`src/rtl/debug_pkg.sv`:
```
// debug_pkg: shared opcodes, reply defaults and FSM state encoding for the debugger command front end
package debug_pkg;
  localparam logic [7:0] CMD_CONT  = 8'h43;
  localparam logic [7:0] CMD_STOP  = 8'h53;
  localparam logic [7:0] CMD_NEXT  = 8'h4E;
  localparam logic [7:0] CMD_QUERY = 8'h51;
  localparam logic [7:0] ACK_DEF   = 8'h06;
  localparam logic [7:0] NAK_DEF   = 8'h15;
  typedef enum logic [2:0] {IDLE, GET_ARG, PULSE_HI, PULSE_LO, REPLY} state_t;
endpackage

```
`src/rtl/debug_pulse_gen.sv`:
```
// debug_pulse_gen: emits n pulses of PULSE_W cycles high / GAP_W cycles low; o_done strobes in the final gap cycle
module debug_pulse_gen #(
  parameter int CMD_W = 8,
  parameter int PULSE_W = 2,
  parameter int GAP_W = 2
) (
  input  logic             i_clk,
  input  logic             i_rst_n,
  input  logic             i_start,
  input  logic [CMD_W-1:0] i_n,
  output logic             o_valid,
  output logic             o_done
);
  localparam int TW = $clog2((PULSE_W > GAP_W ? PULSE_W : GAP_W) + 1);
  logic             active;
  logic [TW-1:0]    tcnt;
  logic [CMD_W-1:0] rem;
  logic             hi_end, lo_end;
  assign hi_end = o_valid && tcnt == TW'(PULSE_W - 1);
  assign lo_end = active && !o_valid && tcnt == TW'(GAP_W - 1);
  assign o_done = lo_end && rem == '0;
  always_ff @(posedge i_clk or negedge i_rst_n) begin
    if (!i_rst_n) begin
      active  <= 1'b0;
      o_valid <= 1'b0;
      tcnt    <= '0;
      rem     <= '0;
    end else if (i_start) begin
      active  <= 1'b1;
      o_valid <= 1'b1;
      tcnt    <= '0;
      rem     <= i_n;
    end else if (active) begin
      tcnt <= (hi_end || lo_end) ? '0 : tcnt + 1'b1;
      if (hi_end) begin
        o_valid <= 1'b0;
        rem     <= rem - 1'b1;
      end
      if (lo_end) begin
        o_valid <= rem != '0;
        active  <= rem != '0;
      end
    end
  end
endmodule

```
`src/rtl/debug_cmd_decoder.sv`:
```
// debug_cmd_decoder: decodes UART command bytes into continue/step controls and returns ACK/NAK.
// DBG_STEP_COUNTER_EN adds a 16-bit step counter read back by the 'Q' command (MSB then LSB).
module debug_cmd_decoder
  import debug_pkg::*;
#(
  parameter int CMD_W = 8,
  parameter int PULSE_W = 2,
  parameter int GAP_W = 2,
  parameter logic [CMD_W-1:0] ACK_BYTE = CMD_W'(ACK_DEF),
  parameter logic [CMD_W-1:0] NAK_BYTE = CMD_W'(NAK_DEF)
) (
  input  logic             i_clk,
  input  logic             i_rst_n,
  input  logic [CMD_W-1:0] i_rx_data,
  input  logic             i_rx_valid,
  input  logic             i_tx_busy,
  output logic [CMD_W-1:0] o_tx_data,
  output logic             o_tx_start,
  output logic             o_continue,
  output logic             o_valid,
  output logic             o_busy,
  output logic             o_drop
);
  state_t state, state_nx;
  logic pg_done, pg_start, rx_idle, rx_arg, tx_go, more;
  logic is_cont, is_stop, is_next, is_query;
  logic [CMD_W-1:0] reply_sel, q_msb, q_lsb;
  assign rx_idle  = i_rx_valid && state == IDLE;
  assign rx_arg   = i_rx_valid && state == GET_ARG;
  assign is_cont  = i_rx_data == CMD_W'(CMD_CONT);
  assign is_stop  = i_rx_data == CMD_W'(CMD_STOP);
  assign is_next  = i_rx_data == CMD_W'(CMD_NEXT);
  assign pg_start = rx_arg && i_rx_data != '0 && !o_continue;
  assign tx_go    = state == REPLY && !i_tx_busy;
  assign reply_sel = !rx_idle ? ACK_BYTE : (is_cont || is_stop) ? ACK_BYTE : is_query ? q_msb : NAK_BYTE;
`ifdef DBG_STEP_COUNTER_EN
  logic [15:0] steps;
  assign is_query = i_rx_data == CMD_W'(CMD_QUERY);
  assign q_msb    = CMD_W'(steps[15:8]);
  assign q_lsb    = CMD_W'(steps[7:0]);
  always_ff @(posedge i_clk or negedge i_rst_n) begin
    if (!i_rst_n) begin
      steps <= '0;
      more  <= 1'b0;
    end else begin
      if (rx_idle && is_stop) steps <= '0;
      else if (state != PULSE_HI && state_nx == PULSE_HI) steps <= steps + 1'b1;
      if (rx_idle && is_query) more <= 1'b1;
      else if (tx_go) more <= 1'b0;
    end
  end
`else
  assign is_query = 1'b0;
  assign q_msb    = '0;
  assign q_lsb    = '0;
  assign more     = 1'b0;
`endif
  debug_pulse_gen #(.CMD_W(CMD_W), .PULSE_W(PULSE_W), .GAP_W(GAP_W)) u_pulse (
    .i_clk   (i_clk),
    .i_rst_n (i_rst_n),
    .i_start (pg_start),
    .i_n     (i_rx_data),
    .o_valid (o_valid),
    .o_done  (pg_done)
  );
  always_ff @(posedge i_clk or negedge i_rst_n) begin
    if (!i_rst_n) state <= IDLE;
    else state <= state_nx;
  end
  always_comb begin
    state_nx = state;
    case (state)
      IDLE:               if (i_rx_valid) state_nx = is_next ? GET_ARG : REPLY;
      GET_ARG:            if (i_rx_valid) state_nx = pg_start ? PULSE_HI : REPLY;
      PULSE_HI, PULSE_LO: state_nx = pg_done ? REPLY : o_valid ? PULSE_HI : PULSE_LO;
      REPLY:              if (tx_go && !more) state_nx = IDLE;
      default:            state_nx = IDLE;
    endcase
  end
  always_comb begin
    o_busy     = state != IDLE && state != GET_ARG;
    o_tx_start = tx_go;
  end
  // a 'Q' reply reloads the LSB once the MSB has been handed to the transmitter
  always_ff @(posedge i_clk or negedge i_rst_n) begin
    if (!i_rst_n) begin
      o_continue <= 1'b1;
      o_tx_data  <= '0;
      o_drop     <= 1'b0;
    end else begin
      if (rx_idle && is_cont) o_continue <= 1'b1;
      else if (rx_idle && is_stop) o_continue <= 1'b0;
      if (state != REPLY && state_nx == REPLY) o_tx_data <= reply_sel;
      else if (tx_go && more) o_tx_data <= q_lsb;
      o_drop <= i_rx_valid && o_busy;
    end
  end
endmodule
```
`config.mk`:
```
export PLATFORM = sky130hd
export DESIGN_NAME = debug_cmd_decoder
export DESIGN_NICKNAME = d
export VERILOG_FILES = /design/src/rtl/debug_pkg.sv /design/src/rtl/debug_pulse_gen.sv /design/src/rtl/debug_cmd_decoder.sv
export SDC_FILE = /design/constraint.sdc
export NUM_CORES = 1
export LEC_CHECK = 0
export BUFFER_PORTS_ARGS = -buffer_cell sky130_fd_sc_hd__buf_2
export CAP_MARGIN = 25
export CORE_MARGIN = 4
export CORE_UTILIZATION = 52
export CTS_CLUSTER_DIAMETER = 150
export CTS_CLUSTER_SIZE = 12
export DETAILED_ROUTE_END_ITERATION = 10
export GPL_TIMING_DRIVEN = 0
export HOLD_SLACK_MARGIN = 0.05
export PLACE_DENSITY = 0.77
export SLEW_MARGIN = 5
export SYNTH_ARGS = -nofsm -noshare
export SYNTH_HDL_FRONTEND = slang
export SYNTH_SLANG_ARGS = --single-unit
```
`constraint.sdc`:
```
create_clock -name i_clk -period 3.3 [get_ports i_clk]
set_input_delay 0.33 -clock i_clk [delete_from_list [all_inputs] [get_ports i_clk]]
set_output_delay 0.33 -clock i_clk [all_outputs]
set_load 0.1 [all_outputs]
```
==> run_results.csv <==
group,metric,value,unit
clock_tree,cts_hold_repair.buffers,1,
logic_synthesis,synth_simple_gate_area_share,22.3,%
finish,antenna-diode-count,0,
setup_path,critical_path_required,3.48,ns
logic_synthesis,count_of_warnings_emitted_by_yosys,0,
logic_synthesis,synthMostInstantiatedCell,"dfrtp_1",
detailed_routing,vias,951,
place,dpl_worst_slack,0.735,ns
sta,slew_headroom,67.0,%
detailed_routing,first_pass_iters,4,
grt,globalRouteOverflowTotal,0,
logic_synthesis,synth_compound_area_share,12.1,%
place,postPlaceCellArea,0.00127,sq mm
sta,finalHoldViolations,0,
logic_synthesis,synth_cells,119,
logic_synthesis,synth_adder_area_share,3.36,%
clock_tree,tritoncts,"built",
clock_tree,clk_root_buffer_cell,"clkbuf_4",
detailed_routing,drcViolationCount,0,
setup_path,timing.critical_path.slowest_cell_delay,0.53,ns
grt,number_of_global_route_vias_before_repair,928,
finish,multi_input_comb_area,551,sq um
pwr,total_power,620,uW
logic_synthesis,synth_xor_area_share,5.49,%
setup_path,crit_buf_inv,1,
setup_path,critical_path.cell_chain,"inv_1 -> ha_1 -> or3b_2 -> or4_4 -> a211o_1 -> a31o_1 -> mux2_4",
grt,grt_first_pass_wirelength,3950,um
finish,final_std_cell_area_no_fill,0.00131,sq mm
sta,rsz0062_at_grt,"no",
pwr,p_leak,0.561,nW
logic_synthesis,synth.largest_area_cell,"dfrtp_1",
floorplanning,fp.dieArea,0.00295,sq mm
detailed_routing,initialDrtViolationCount,29,
floorplanning,floorplan.die.width,54.4,um
sta,final-setup-viol-count,0,
sta,worst_pin_slew,0.493,ns
clock_tree,cts-resized-gates,0,
grt,number_of_antenna_violations_at_the_first_check_in_global_routing,0,
logic_synthesis,dominant_combinational_cell_family_by_area_after_synthesis,"simple AND/OR/NAND/NOR gates",
sta,clock_skew,0.0118,ns
worst_hold_path,hold_class,"input port to flop",
place,place_congestion,0.905,
setup_path,worst_ep_arrival_time,2.79,ns
floorplanning,std_cell_rows,16,
floorplanning,initial_core_util,55.8,%
worst_hold_path,min_path_cells,3,
logic_synthesis,synth_top_area_share,42.6,%
finish,filler_cell_count,174,
logic_synthesis,synth.top_cells.by_count,"19 x dfrtp_1, 12 x nand2_1, 10 x nor2_1, 10 x o21ai_0, 8 x inv_1",
detailed_routing,route.detailed.vias_per_inst,5.47,
place,port-buffer-count,20,
logic_synthesis,synth_seq_area_share,44.9,%
logic_synthesis,synth-async-reset-ratio,100,%
logic_synthesis,synthMuxAreaShare,4.14,%
pwr,power_density,475,mW/mm^2
setup_path,criticalPathCategory,"flop to flop",
setup_path,critical_path.top_delay_family,"simple AND/OR/NAND/NOR gates",
finish,layoutNonFillerInstCount,174,
logic_synthesis,netlist_area,0.00112,sq mm
setup_path,worst_r2r_path_depth,7,
clock_tree,clock_sink_count,20,
clock_tree,clk_latency_worst_skew_pair,0.30,ns
logic_synthesis,synth_edf_count,0,
setup_path,cp_slowest_cell,"or4_4",
grt,grt_use_total,18.4,%
finish,area.sequential,502,sq um
detailed_routing,drt.antenna.violating_nets,0,
run_status,outcome,"finished, final reports clean",
logic_synthesis,synth_ff_type,"dfrtp_1",
sta,timing.setup.tns,0,ns
logic_synthesis,yosysUniqueCellTypes,37,
job,max_cap_violations,0,
logic_synthesis,netlist_top_cells_area,"dfrtp_1 43%, o21ai_0 4.5%, nand2_1 4.0%",
grt,grt_max_degree,21,
sta,report.final.slew_viol_count,0,
sta,final_critical_delay_including_setup_and_external_delays,2.60,ns
finish,layout-area-overhead-vs-synth,16.8,%
clock_tree,cts.htree.levels,1,
sta,fin_ws,0.696,ns
floorplanning,core_area,0.00200,sq mm
setup_path,path_depth,7,
detailed_routing,avgRoutedWirePerCell,13.5,um
place,dpl.hpwl,1870,um
logic_synthesis,syn_area_per_cell,9.39,sq um
pwr,power.ir.vdd_worst,0.000413,V
place,cell_count_after_placement,169,
clock_tree,max-clock-path-buffers,2,
floorplanning,chipHeight,54.4,um
setup_path,critical_path.max_fanout,4,
clock_tree,cts_post_setup_buffers_inserted,0,
setup_path,critical_path.endpoint_type,"flop",
logic_synthesis,synth.ff_latch_count,20,
sta,post_route_fraction_of_the_period_consumed_by_the_critical_path,78.9,%
clock_tree,cts_inserted_buffers,3,
floorplanning,io-pin-count,25,
finish,finish.net_count,163,
clock_tree,clkSlewWorstSetupHoldPaths,0.11,ns
detailed_routing,drt_wl_total,2350,um
setup_path,cp_startpoint_kind,"flop",
sta,fmaxAchievable,0.384,GHz
finish,drive_gt1_share,23.8,%
## stage by stage
step / hold WS [ns] / utilization [%]
2_1_floorplan: 0.0344 / -
3_3_place_gp: 0.292 / 63.4
3_5_place_dp: 0.299 / 63.4
4_1_cts: 0.248 / 65.2
5_1_grt: 0.263 / 65.2
6_report: 0.257 / 65.2
## cells in the final DEF (no fill, tap or decap), drive strengths merged, types with 3 or more instances in the layout
cell	n
buf	25
clkbuf	8
conb	4
dfrtp	19
ha	3
inv	8
nand2	12
nand4	3
nor2	10
nor3	6
nor4	3
o21ai	10
xnor2	5
## state kept, by name, summed over array words and instances (netlist names)
register,flops
u_pulse.tcnt,2
state,3
u_pulse.active,1
u_pulse.o_valid,1
o_continue,1
u_pulse.rem,8
o_tx_data,3
o_drop,1
## where the power goes
part / total [mW] / switching [mW] / internal [mW]
Sequential: 0.266 / 0.00705 / 0.259
Combinational: 0.237 / 0.191 / 0.0464
Clock: 0.118 / 0.0705 / 0.0470
Total: 0.620 / 0.268 / 0.352
## cell families (layout without fill, tap and decap cells)
group | count (synthesis) | after routing
simple gates | 46 | 46
compound gates | 21 | 21
flops | 20 | 20
buf+inv | 17 | 42
xor+xnor | 7 | 7
mux | 4 | 4
fa+ha+maj | 3 | 3
other cells | 1 | 4
## worst register-to-register path: stages (launching register included)
cell and delay [ns]:
dfrtp_1 0.39, inv_1 0.12, ha_1 0.15, or3b_2 0.46, or4_4 0.53, a211o_1 0.31, a31o_1 0.23, mux2_4 0.30
## area by class of cell
cell class,count,area share (%)
timing repair buffer,21,8.44
sequential,20,38.4
tap,27,2.59
buffer,9,4.03
multi-input combinational,85,42.2
clock buffer,4,2.01
inverter,8,2.30
## routing by layer
layer	vias up	track usage, %	part of all wire [%]
li1	467	-	-
met1	455	23.6	43
met2	27	30.3	50
met3	2	2.45	5.8
met4	0	9.13	0.43
met5	-	0	0
## path summary, 6_finish.rpt
kind,startpoint,endpoint,slack (ns)
max,u_pulse.rem[0]$_DFFE_PN0P_,o_tx_data[1]$_DFFE_PN0P_,0.70
min,i_rx_data[2],u_pulse.rem[2]$_DFFE_PN0P_,0.26
min reg2reg,o_tx_data[2]$_DFFE_PN0P_,o_tx_data[2]$_DFFE_PN0P_,0.49
max in group asynchronous,i_rst_n,o_continue$_DFFE_PN1P_,2.47
min in group asynchronous,i_rst_n,u_pulse.rem[5]$_DFFE_PN0P_,0.49
max reg2reg,u_pulse.rem[0]$_DFFE_PN0P_,o_tx_data[1]$_DFFE_PN0P_,0.70
Power figures use the tool's default switching activity.
